`config.mk`:
```
export PLATFORM = sky130hd
export DESIGN_NAME = id_ex_pipe_reg
export DESIGN_NICKNAME = d
export VERILOG_FILES = /design/src/rtl/core_pkg.sv /design/src/rtl/pipe_reg_en_clr.sv /design/src/rtl/id_ex_pipe_reg.sv
export SDC_FILE = /design/constraint.sdc
export NUM_CORES = 1
export LEC_CHECK = 0
export ABC_CLOCK_PERIOD_IN_PS = 5000
export CAP_MARGIN = 20
export CORE_MARGIN = 2
export CORE_UTILIZATION = 40
export CTS_CLUSTER_DIAMETER = 50
export CTS_CLUSTER_SIZE = 28
export DETAILED_ROUTE_END_ITERATION = 8
export PLACE_DENSITY = 0.84
export SKIP_LAST_GASP = 1
export SLEW_MARGIN = 20
export SYNTH_ARGS = -nofsm -noshare
export SYNTH_HDL_FRONTEND = slang
export SYNTH_HIERARCHICAL = 1
export SYNTH_SLANG_ARGS = --single-unit
```
`constraint.sdc`:
```
create_clock -name CLK -period 5 [get_ports CLK]
set_input_delay 0.75 -clock CLK [delete_from_list [all_inputs] [get_ports CLK]]
set_output_delay 0.75 -clock CLK [all_outputs]
set_load 0.01 [all_outputs]
```
`src/rtl/core_pkg.sv`:
```
// rtl/core_pkg.sv - shared MIPS core widths and ALUControl encodings
package core_pkg;
   localparam int DATA_WIDTH     = 32;
   localparam int REG_ADDR_WIDTH = 5;
   localparam int ALU_CTRL_WIDTH = 3;

   localparam logic [ALU_CTRL_WIDTH-1:0] ALU_AND = 3'b000;
   localparam logic [ALU_CTRL_WIDTH-1:0] ALU_OR  = 3'b001;
   localparam logic [ALU_CTRL_WIDTH-1:0] ALU_ADD = 3'b010;
   localparam logic [ALU_CTRL_WIDTH-1:0] ALU_SUB = 3'b110;
   localparam logic [ALU_CTRL_WIDTH-1:0] ALU_SLT = 3'b111;
endpackage

```
`src/rtl/pipe_reg_en_clr.sv`:
```
// rtl/pipe_reg_en_clr.sv - pipeline register with sync reset, clear and enable
module pipe_reg_en_clr #(
   parameter int WIDTH = 8
) (
   input  logic             CLK,
   input  logic             RST,
   input  logic             CLR,
   input  logic             EN,
   input  logic [WIDTH-1:0] D,
   output logic [WIDTH-1:0] Q
);
   logic [WIDTH-1:0] r_q;

   always_ff @(posedge CLK) begin
      if (RST || CLR) begin
         r_q <= '0;
      end else if (EN) begin
         r_q <= D;
      end
   end

   assign Q = r_q;
endmodule

```
`src/rtl/id_ex_pipe_reg.sv`:
```
// rtl/id_ex_pipe_reg.sv - Decode-to-Execute pipeline register with bubble insertion
module id_ex_pipe_reg #(
   parameter int DATA_WIDTH     = core_pkg::DATA_WIDTH,
   parameter int REG_ADDR_WIDTH = core_pkg::REG_ADDR_WIDTH,
   parameter int ALU_CTRL_WIDTH = core_pkg::ALU_CTRL_WIDTH,
   parameter int CNT_WIDTH      = 16
) (
   input  logic                      CLK,
   input  logic                      RST,
   input  logic                      FlushE,
   input  logic                      StallE,
   input  logic                      RegWriteD,
   input  logic                      MemtoRegD,
   input  logic                      MemWriteD,
   input  logic                      ALUSrcD,
   input  logic                      RegDstD,
   input  logic [ALU_CTRL_WIDTH-1:0] ALUControlD,
   input  logic [DATA_WIDTH-1:0]     RD1D,
   input  logic [DATA_WIDTH-1:0]     RD2D,
   input  logic [DATA_WIDTH-1:0]     SignImmD,
   input  logic [DATA_WIDTH-1:0]     PCPlus4D,
   input  logic [REG_ADDR_WIDTH-1:0] RsD,
   input  logic [REG_ADDR_WIDTH-1:0] RtD,
   input  logic [REG_ADDR_WIDTH-1:0] RdD,
   output logic                      RegWriteE,
   output logic                      MemtoRegE,
   output logic                      MemWriteE,
   output logic                      ALUSrcE,
   output logic                      RegDstE,
   output logic [ALU_CTRL_WIDTH-1:0] ALUControlE,
   output logic [DATA_WIDTH-1:0]     RD1E,
   output logic [DATA_WIDTH-1:0]     RD2E,
   output logic [DATA_WIDTH-1:0]     SignImmE,
   output logic [DATA_WIDTH-1:0]     PCPlus4E,
   output logic [REG_ADDR_WIDTH-1:0] RsE,
   output logic [REG_ADDR_WIDTH-1:0] RtE,
   output logic [REG_ADDR_WIDTH-1:0] RdE,
   output logic [REG_ADDR_WIDTH-1:0] WriteRegE,
   output logic                      ValidE,
   output logic [CNT_WIDTH-1:0]      BubbleCnt
);
   localparam int CTRL_W = ALU_CTRL_WIDTH + 6;
   localparam int DATA_W = 4 * DATA_WIDTH;
   localparam int ADDR_W = 3 * REG_ADDR_WIDTH;

   logic [CTRL_W-1:0] w_ctrl_d, w_ctrl_q;
   logic [DATA_W-1:0] w_data_d, w_data_q;
   logic [ADDR_W-1:0] w_addr_d, w_addr_q;
   logic              w_en;
   logic [CNT_WIDTH-1:0] r_bubble_cnt;

   assign w_en = ~StallE;

   // Valid rides with the control group so a flush clears it with the rest of the bubble.
   assign w_ctrl_d = {1'b1, RegWriteD, MemtoRegD, MemWriteD, ALUSrcD, RegDstD, ALUControlD};
   assign w_data_d = {RD1D, RD2D, SignImmD, PCPlus4D};
   assign w_addr_d = {RsD, RtD, RdD};

   pipe_reg_en_clr #(.WIDTH(CTRL_W)) u_ctrl (
      .CLK(CLK), .RST(RST), .CLR(FlushE), .EN(w_en), .D(w_ctrl_d), .Q(w_ctrl_q)
   );

   pipe_reg_en_clr #(.WIDTH(DATA_W)) u_data (
      .CLK(CLK), .RST(RST), .CLR(FlushE), .EN(w_en), .D(w_data_d), .Q(w_data_q)
   );

   pipe_reg_en_clr #(.WIDTH(ADDR_W)) u_addr (
      .CLK(CLK), .RST(RST), .CLR(FlushE), .EN(w_en), .D(w_addr_d), .Q(w_addr_q)
   );

   assign {ValidE, RegWriteE, MemtoRegE, MemWriteE, ALUSrcE, RegDstE, ALUControlE} = w_ctrl_q;
   assign {RD1E, RD2E, SignImmE, PCPlus4E} = w_data_q;
   assign {RsE, RtE, RdE} = w_addr_q;

   assign WriteRegE = RegDstE ? RdE : RtE;

   always_ff @(posedge CLK) begin
      if (RST) begin
         r_bubble_cnt <= '0;
      end else if (FlushE && (r_bubble_cnt != {CNT_WIDTH{1'b1}})) begin
         r_bubble_cnt <= r_bubble_cnt + 1'b1;
      end
   end

   assign BubbleCnt = r_bubble_cnt;
endmodule

```
==> impl_results.md <==
* Pin count of the biggest net entering global routing at 129
* Final non-filler cell area at 0.0102 sq mm
* Endpoint arrival time on the critical path at roughly 1.8 ns
* Total wire length at between 15 and 20 mm
* Post-synth top area share at 52.1%
* Initial antenna violation count at 0
* Max Freq at 393 MHz
* Die width at 131 um
* Kind of capture point of the worst setup path: output pin
* Synth top area cells: dfxtp_1 52%, mux2i_1 24%, nor2_1 9.2%
* Ports at 328
* Floorplan row count at 46
* Crit path launch type: register
* Area taken by flip-flops and latches at 0.00336 sq mm
* Share of the clock period used by the worst path after layout at 50.8%
* Max stage delay on crit path at 0.51 ns
* Path type of the worst setup path: register to output pin
* Overall die area at 0.0172 sq mm
* Post-synthesis cell type with the largest combined area: dfxtp_1
* Final cell count without fillers at 1,136
* Total congestion overflow at 0
* Net count, final at 1,063
* CP Data Required Time at 4.25 ns
* Post-CTS Setup Inserts at 0
* CTS tree: done
* DRC Markers at 0
* Result of the run: finished clean
* Vias after detailed routing at ~5,400
* Number of distinct standard cells referenced by the synthesized netlist at 37
* Post-place setup slack at 2.14 ns
* Hpwl dp at 13.3 mm
* Leakage power at 4.10 nW
* Wire length of the first global-routing pass at 26.3 mm
* Dpl cell area at between 0.009 and 0.01 sq mm
* CTS H-tree depth at 4
* Combined area of the multi-input logic cells at 0.00265 sq mm
* Slew Limit Fails at 0
* Final setup violation count at 0
* Warning count from the yosys run at 6
* Total clock buffers created by CTS at 17
* Avg Vias per Cell at approximately 4.7
* Critical Path Slowest Stage Cell: dfxtp_1
* Final setup skew at 0.00530 ns
* Number of fill cells in the layout at 1,308
* Final core utilization at 64.6%
* Remaining antenna violation count at 0
* Worst-path clk slew at 0.06 ns
* Power per cell area at 305 mW/mm^2
* Drt wl/cell at 16.0 um
* Via count of the first global-routing pass at 5,106
* Power consumption at 3.12 mW
* Synthesized area at roughly 0.0064 sq mm
* Initial core utilization at 40.8%
* Critical-path cell list: mux2_2, clkdlybuf4s50_1
* Most common library cells after synthesis: 168 x dfxtp_1, 158 x nor2_1, 154 x mux2i_1
* Max-slew headroom at between 20 and 30%
* Library cell with the highest instance count after synthesis: dfxtp_1
* Top cell family by delay on the critical path: flip-flops
* RD Place Congestion at 0.798
* Maxcap violations at 0
* Fraction of registers with async set/reset at 0%
* Clock sink total at 168
* Antenna cells at 0
* Worst slack on hold paths at 0.489 ns
* Post-route minimum period at 2.54 ns
* Bufs and invs on worst path at 1
* Area overhead of the layout relative to synthesis at 58.4%
* Maximum vdd drop at about 0.24 mV
* Core area at 0.0158 sq mm
* Setup repair after global routing missed its margin: no
* Peak fanout along the critical path at 7
* Fraction of the yosys area taken by sequential cells at a little over half
* Final Hold Fails at 0
* Longest Clk Path Bufs at 2
* Worst Hold Class: register to register
* Synth Register Bits at ~170
* Count of instances resized after the clock tree is built at 0
* Global-route usage over all layers at 19.8%
* Drt initial violations at about 250
* Root Buffer Master: clkbuf_16
* Post-synthesis instance total at 594
* Final Worst Setup Slack at approximately 2.5 ns
* Vertical die dimension at 131 um
* Instance count after placement with tap cells included at 1,104
* Dominant register cell in the synthesized netlist: dfxtp_1
* Hold buffers post-CTS at 0
* Mapped Nets at 750
* Number of synthesized flops with an enable pin at 0
* Sum Neg Setup Slack at 0 ns
* Share of layout cells above drive strength 1 at 5.11%
* Slew of the pin with the lowest slew margin at between 1 and 1.5 ns
* Post-Synthesis Mean Instance Area at 10.9 sq um
* Length of the first detailed-routing pass in iterations at 4
* Later-pin clock latency in the skew report at around 0.42 ns
* Port bufs at 327
-- cell families after synthesis --
| family | count (synthesis) | synth area share (%) |
|---|---|---|
| flip-flops | 168 | 52.1 |
| buffers and inverters | 39 | 6.77 |
| AND/OR/NAND/NOR | 200 | 13.4 |
| XOR/XNOR | 2 | 0.272 |
| other | 1 | 0.0581 |
| adder cells (fa/ha/maj) | 1 | 0.194 |
| AO/OA/AOI/OAI | 23 | 2.17 |
| multiplexers | 160 | 24.9 |
-- registers in the layout (all words and copies together), names as in the netlist --
name,cells
u_ctrl/Q,9
u_addr/Q,15
u_data/Q,128
BubbleCnt,16
-- where the power goes --
group          total [mW]  internal, mW  switching (mW)
registers            1.40          1.38          0.0238
logic               0.391         0.244           0.147
clock network        1.32         0.767           0.555
-- final cells by class --
type / instances / share of cell area [%]
clock buffers: 19 / 4.43
clock inverters: 13 / 1.41
inverters: 3 / 0.184
multi-input cells: 387 / 25.9
flip-flops and latches: 168 / 32.9
well taps: 216 / 2.64
repair buffers: 330 / 32.5
-- cells in the final DEF, fill, tap and decap left out, types with 2 or more instances in the layout --
cell             count
or2_0                2
or4_1                6
inv_1                2
o31ai_1              7
bufinv_16            2
nand4_1              3
mux2i_1            154
clkinvlp_4           4
nor4_1               2
clkinv_4             2
clkbuf_8             2
mux2_2               6
or3_1                4
clkbuf_16           17
clkinv_2             2
inv_6                3
dfxtp_1            168
clkdlybuf4s50_1    327
nand2_1              6
xor2_1               2
nor2_1             158
nor3_1               3
buf_12               2
nand3_1              7
o21ai_0              3
a21oi_1             11
-- path summary, 6_finish.rpt --
| check | cells after the start | slack, ns | from | endpoint |
|---|---|---|---|---|
| worst min-delay path | 2 | 0.49 | u_data/Q[33] | u_data/Q[33] |
| worst max-delay path | 2 | 2.46 | u_ctrl/Q[3] | WriteRegE[4] |
| worst max register to register | 4 | 2.99 | BubbleCnt[12] | BubbleCnt[11] |
| worst min register to register | 2 | 0.49 | u_data/Q[33] | u_data/Q[33] |
-- tightest hold or removal path, delay by kind of cell (launching register included) --
kind	cells	cell delay, ns
and+or+nand+nor	1	0.07
muxes	1	0.06
DFF	1	0.32
-- per-layer routing --
metal	wire length, um	track usage (%)	vias up
li1	-	-	2647
met1	6940	22.2	2477
met2	8960	34.1	232
met3	1850	7.33	32
met4	444	7.95	0
met5	0	0	-
Note: power is estimated with default switching activity, not from simulation.
